File: config.mk
export PLATFORM = sky130hd
export DESIGN_NAME = window_kxk_flat
export DESIGN_NICKNAME = d
export VERILOG_FILES = /design/src/rtl/window_kxk_if.sv /design/src/rtl/window_kxk.sv /design/src/flat_wrapper.sv
export SDC_FILE = /design/constraint.sdc
export NUM_CORES = 1
export LEC_CHECK = 0
export ABC_CLOCK_PERIOD_IN_PS = 3650
export BUFFER_PORTS_ARGS = -buffer_cell sky130_fd_sc_hd__buf_4
export CAP_MARGIN = 20
export CORE_MARGIN = 4
export CORE_UTILIZATION = 55
export CTS_CLUSTER_SIZE = 25
export DETAILED_ROUTE_END_ITERATION = 8
export PLACE_DENSITY_LB_ADDON = 0.15
export SLEW_MARGIN = 20
export SYNTH_ARGS = -nofsm -noshare
export SYNTH_HDL_FRONTEND = slang
export SYNTH_SLANG_ARGS = --single-unit
File: constraint.sdc
create_clock -name clk -period 3.65 [get_ports clk]
set_clock_uncertainty 0.2 [all_clocks]
set_input_delay 0.1825 -clock clk [delete_from_list [all_inputs] [get_ports clk]]
set_output_delay 0.1825 -clock clk [all_outputs]
set_load 0.05 [all_outputs]
File: src/rtl/window_kxk_if.sv
// Pixel-column input and KxK window output bundle for window_kxk.
// The source drives through master; the window generator sits on slave.
interface window_kxk_if #(
  parameter int DATA_WIDTH = 8,
  parameter int WIDTH      = 640,
  parameter int HEIGHT     = 480,
  parameter int K          = 3
);
  localparam int XW = $clog2(WIDTH);
  localparam int YW = $clog2(HEIGHT);

  logic                      in_valid;
  logic                      in_sof;
  logic [K*DATA_WIDTH-1:0]   rows_in;
  logic                      win_valid;
  logic [K*K*DATA_WIDTH-1:0] win;
  logic [XW-1:0]             win_x;
  logic [YW-1:0]             win_y;
  logic                      win_eof;

  modport master (
    output in_valid, in_sof, rows_in,
    input  win_valid, win, win_x, win_y, win_eof
  );

  modport slave (
    input  in_valid, in_sof, rows_in,
    output win_valid, win, win_x, win_y, win_eof
  );
endinterface

File: src/rtl/window_kxk.sv
// KxK sliding-window generator: K line taps per column enter K-deep column shift
// registers; a registered window leaves one cycle after each window-complete column.
module window_kxk #(
  parameter int DATA_WIDTH = 8,
  parameter int WIDTH      = 640,
  parameter int HEIGHT     = 480,
  parameter int K          = 3
) (
  input  logic         clk,
  input  logic         rst_n,
  window_kxk_if.slave  bus
);
  localparam int XW = $clog2(WIDTH);
  localparam int YW = $clog2(HEIGHT);
  localparam int WW = K*K*DATA_WIDTH;

  logic [WW-1:0] sr_r;
  logic [WW-1:0] nxt_win_s;
  logic [XW-1:0] x_r;
  logic [YW-1:0] y_r;
  logic [XW-1:0] cur_x_s;
  logic [YW-1:0] cur_y_s;
  logic [XW-1:0] nxt_x_s;
  logic [YW-1:0] nxt_y_s;
  logic          complete_s;
  logic          last_s;
  logic          emit_s;

  logic          win_valid_r;
  logic          win_eof_r;
  logic [WW-1:0] win_r;
  logic [XW-1:0] win_x_r;
  logic [YW-1:0] win_y_r;

  // Coordinates of the column on the bus and the counters that follow it
  always_comb begin
    if (bus.in_sof) begin
      cur_x_s = '0;
      cur_y_s = '0;
    end else begin
      cur_x_s = x_r;
      cur_y_s = y_r;
    end
    if (cur_x_s == XW'(WIDTH-1)) begin
      nxt_x_s = '0;
      if (cur_y_s == YW'(HEIGHT-1)) begin
        nxt_y_s = '0;
      end else begin
        nxt_y_s = cur_y_s + YW'(1);
      end
    end else begin
      nxt_x_s = cur_x_s + XW'(1);
      nxt_y_s = cur_y_s;
    end
    complete_s = (cur_x_s >= XW'(K-1)) && (cur_y_s >= YW'(K-1));
    last_s     = (cur_x_s == XW'(WIDTH-1)) && (cur_y_s == YW'(HEIGHT-1));
    emit_s     = bus.in_valid && complete_s;
  end

  // Window after this column is shifted in: slice k lands in row K-1-k, column K-1
  always_comb begin
    nxt_win_s = sr_r;
    for (int r = 0; r < K; r++) begin
      for (int c = 0; c < K-1; c++) begin
        nxt_win_s[(r*K+c)*DATA_WIDTH +: DATA_WIDTH] = sr_r[(r*K+c+1)*DATA_WIDTH +: DATA_WIDTH];
      end
      nxt_win_s[(r*K+K-1)*DATA_WIDTH +: DATA_WIDTH] = bus.rows_in[(K-1-r)*DATA_WIDTH +: DATA_WIDTH];
    end
  end

  // Shift registers and column/line counters advance only on accepted columns
  always_ff @(posedge clk or negedge rst_n) begin
    if (!rst_n) begin
      sr_r <= '0;
      x_r  <= '0;
      y_r  <= '0;
    end else if (bus.in_valid) begin
      sr_r <= nxt_win_s;
      x_r  <= nxt_x_s;
      y_r  <= nxt_y_s;
    end
  end

  // Output stage: window data and coordinates hold between valid windows
  always_ff @(posedge clk or negedge rst_n) begin
    if (!rst_n) begin
      win_valid_r <= 1'b0;
      win_eof_r   <= 1'b0;
      win_r       <= '0;
      win_x_r     <= '0;
      win_y_r     <= '0;
    end else begin
      win_valid_r <= emit_s;
      win_eof_r   <= emit_s && last_s;
      if (emit_s) begin
        win_r   <= nxt_win_s;
        win_x_r <= cur_x_s - XW'(K-1);
        win_y_r <= cur_y_s - YW'(K-1);
      end
    end
  end

  assign bus.win_valid = win_valid_r;
  assign bus.win_eof   = win_eof_r;
  assign bus.win       = win_r;
  assign bus.win_x     = win_x_r;
  assign bus.win_y     = win_y_r;

endmodule

File: src/flat_wrapper.sv
// flat-port wrapper written by rule: the top's interface ports become plain ports
module window_kxk_flat 
#(
  parameter int DATA_WIDTH = 8,
  parameter int WIDTH      = 640,
  parameter int HEIGHT     = 480,
  parameter int K          = 3
)
  (clk, rst_n, bus_in_valid, bus_in_sof, bus_rows_in, bus_win_valid, bus_win, bus_win_x, bus_win_y, bus_win_eof);
  window_kxk_if #(.DATA_WIDTH(DATA_WIDTH), .WIDTH(WIDTH), .HEIGHT(HEIGHT), .K(K)) bus_i ();
  input  logic clk;
  input  logic rst_n;
  input wire logic [$bits(bus_i.in_valid)-1:0] bus_in_valid;
  input wire logic [$bits(bus_i.in_sof)-1:0] bus_in_sof;
  input wire logic [$bits(bus_i.rows_in)-1:0] bus_rows_in;
  output wire logic [$bits(bus_i.win_valid)-1:0] bus_win_valid;
  output wire logic [$bits(bus_i.win)-1:0] bus_win;
  output wire logic [$bits(bus_i.win_x)-1:0] bus_win_x;
  output wire logic [$bits(bus_i.win_y)-1:0] bus_win_y;
  output wire logic [$bits(bus_i.win_eof)-1:0] bus_win_eof;
  assign bus_i.in_valid = bus_in_valid;
  assign bus_i.in_sof = bus_in_sof;
  assign bus_i.rows_in = bus_rows_in;
  assign bus_win_valid = bus_i.win_valid;
  assign bus_win = bus_i.win;
  assign bus_win_x = bus_i.win_x;
  assign bus_win_y = bus_i.win_y;
  assign bus_win_eof = bus_i.win_eof;
  window_kxk #(.DATA_WIDTH(DATA_WIDTH), .WIDTH(WIDTH), .HEIGHT(HEIGHT), .K(K)) u_core (.clk(clk), .rst_n(rst_n), .bus(bus_i));
endmodule
==> key figures <==
Run status
  – Run status: completed

Die
  – Initial cell density of the core: 56.17%
  – Full die area: between 10,000 and 15,000 sq um
  – Top-level port count: 121
  – CORE AREA: around 13,000 sq um
  – Row Count: 41
  – Die height: 121.5 microns
  – Die Wd: 121.5 microns

Worst setup path
  – Top delay family on crit path: buffers and inverters
  – Worst Setup End Kind: flip-flop
  – Crit Path Class: input pin to flip-flop
  – Crit start category: input pin
  – CP bufs+invs: 5
  – Worst EP arrival: 3.29 ns
  – Max stage delay on crit path: roughly 0.54 ns
  – CP max-delay cell: dlygate4sd3_1
  – Critical Path, Cell by Cell: dlygate4sd3_1 -> buf_4 -> inv_1 -> nand2_1 -> inv_1 -> ha_1 -> o21ai_0 -> and3_1 -> nor4_2 -> buf_12 -> mux2_4
  – Top cell by count, worst path: inv_1
  – CP required: 3.75 ns
  – Critical Path Fanout Max: 49

Route
  – Drc violations: 0
  – Final WL: approximately 15,000 microns
  – Vias post-DR: 4,557
  – 1st-pass router iterations: 4
  – Iter 0 DRT Violations: 281
  – Final antenna-violating net count: 0
  – Via density per instance: 5.431
  – Drt wl/cell: 17.40 microns

Global route
  – Gr usage total: 20.88%
  – First-pass GRT wire length: between 20,000 and 25,000 microns
  – Number of global-route vias before repair: 4,644
  – Largest net degree at the start of global routing: 84
  – Antenna violations before repair: 0
  – Grt ovf: 0

CTS
  – Clock Sinks: 160
  – Clk buf depth: 2
  – H-Tree Depth: 4
  – Clock latency at the later pin of the worst-skew pair: ~0.42 ns
  – Clk Tree Root Cell: clkbuf_16
  – Post-CTS Setup Inserts: 0
  – CTS tree: yes
  – # hold bufs at CTS: 26
  – Num CTS Buffers: 17
  – Clock slew seen by the registers of the worst setup and hold paths: around 0.060 ns
  – Post-CTS sizing: 0

Synthesis
  – Main synth FF type: dfrtp_1
  – Flop and latch count out of synthesis: 160
  – Area leader, netlist: dfrtp_1
  – Synth top cells by count: dfrtp_1, mux2_2, mux2_4
  – Register area share after synthesis: 56.49%
  – Async S/R FF share, synth: 100.0%
  – Area contributors post-synth: dfrtp_1, mux2_4, mux2_2
  – Synth warn: 0
  – Netlist cell types: 48
  – Mean post-synth cell area: 13.68 sq um
  – Post-Syn Nets: 554
  – Synthesized area: 7088 sq um
  – Synth Instances: between 500 and 600
  – Synth top area share: ~56%
  – Post-synth EDFFs: 0
  – Most numerous cell in the Yosys netlist: dfrtp_1

Pwr
  – Worst vdd ir: 294.7 uV
  – Pwr dens: 461.2 nW/um^2
  – Lkg Pwr: 4.383 nW

Timing
  – Worst slew pin tran: 0.8059 ns
  – Final setup viols: 0
  – Final hold vios: 0
  – Max Slew Vio Count: 0
  – RSZ-0062 raised after global routing: no
  – Setup_tns: 0 ns
  – Period utilization: approximately 87%
  – Tmin final: 3.192 ns
  – Fmax: 313.3 MHz
  – Rel. slew slack: a little under half

Placed design
  – DP HPWL: 9238 microns
  – IO buf count: 120
  – GPL Wtd Cong: 0.8849

Run
  – Max-Cap Viols: 0

Worst hold path
  – Class of the worst hold path: input pin to flip-flop

Finish
  – Core Util, Final: between 70% and 80%
  – Area Growth Syn to Fin: 26.67%
  – Diodes inserted: 0
  – Fin nets: 690
  – Filler instances: 889
  – Layout cells sized above 1: 44.68%
[state kept, by name, indices dropped and copies added, names as in the netlist]
name / flops
u_core.bus.win_eof: 1
u_core.sr_r: 48
u_core.bus.win_valid: 1
u_core.bus.win: 72
u_core.bus.win_x: 10
u_core.x_r: 10
u_core.y_r: 9
u_core.bus.win_y: 9
[cell families after synthesis]
kind of cell | count (synthesis) | synth area share, %
flip-flops | 160 | 56.49
multiplexers | 141 | 25.63
AND/OR/NAND/NOR | 99 | 7.026
AO/OA/AOI/OAI | 52 | 4.978
buffers and inverters | 52 | 3.725
adder cells (fa/ha/maj) | 8 | 1.412
XOR/XNOR | 6 | 0.7414
[path summary, 6_finish.rpt]
kind / startpoint / end / slack [ns] / cells past startpoint
worst max register to register: u_core.y_r[2] / u_core.bus.win[30] / 0.74 / 7
min in group asynchronous: rst_n / u_core.x_r[9] / 0.16 / 2
worst max-delay path: bus_in_sof / u_core.bus.win[30] / 0.46 / 11
worst min-delay path: bus_in_valid / u_core.x_r[8] / 0.08 / 4
worst min register to register: u_core.sr_r[36] / u_core.bus.win[28] / 0.30 / 1
max in group asynchronous: rst_n / u_core.bus.win[5] / 2.17 / 3
[layout by cell type (no fill, tap or decap), drive strengths merged, types with 2 or more instances in the layout]
cell type / n
a22o: 5
o21ai: 17
xnor2: 5
mux2: 135
inv: 18
clkinv: 5
or3: 4
clkinvlp: 2
a21o: 3
o2bb2ai: 3
buf: 127
nor3b: 2
dlygate4sd3: 26
o31ai: 5
bufinv: 4
nor2: 17
nand4: 6
dfrtp: 160
a21oi: 9
mux2i: 6
or4: 2
or2: 2
nand2: 30
nor4: 2
nor3: 15
nand3: 5
and2: 2
and3: 4
nor2b: 3
ha: 8
clkbuf: 19
[cell type report]
type / count / area (sq um) / area share, %
Clock buffer: 19 / 432.9 / 4.822
Clock inverter: 13 / 185.2 / 2.062
Inverter: 16 / 60.06 / 0.6689
Multi-Input combinational cell: 306 / 2826 / 31.48
Sequential cell: 160 / 4004 / 44.59
Tap cell: 172 / 215.2 / 2.397
Timing Repair Buffer: 153 / 1255 / 13.98
[report_power, final]
part	internal, mW	switching (mW)	leakage (nW)
clock	1.15	0.705	0.298
sequential	1.86	0.0625	2.09
combinational	0.173	0.192	2.00
[tightest hold or removal path: cells and delay by family]
kind | cells | cell delay (ns)
buf+inv | 3 | 0.31
compound gates | 1 | 0.15
[stage by stage]
step	area [sq um]	hold WS, ns	setup slack (ns)	instances	power [mW]
global route	8979	0.08208	0.2020	839	4.299
floorplan	7088	-0.3131	1.027	518	2.167
CTS	8979	0.05541	0.4777	839	4.180
detailed placement	8100	0.06835	0.5822	781	2.300
finish	8979	0.08046	0.4581	839	4.141
global placement	8100	0.05610	0.6772	781	2.282
[metal layers]
| metal | track usage (%) | vias to the layer above | part of all wire, % |
|---|---|---|---|
| met5 | 0 | - | 0 |
| met4 | 7.353 | 0 | 1.5 |
| met3 | 6.154 | 18 | 5.5 |
| met2 | 31.92 | 122 | 48 |
| met1 | 28.67 | 2312 | 45 |
| li1 | - | 2105 | - |
Note: power is estimated with default switching activity, not from simulation.
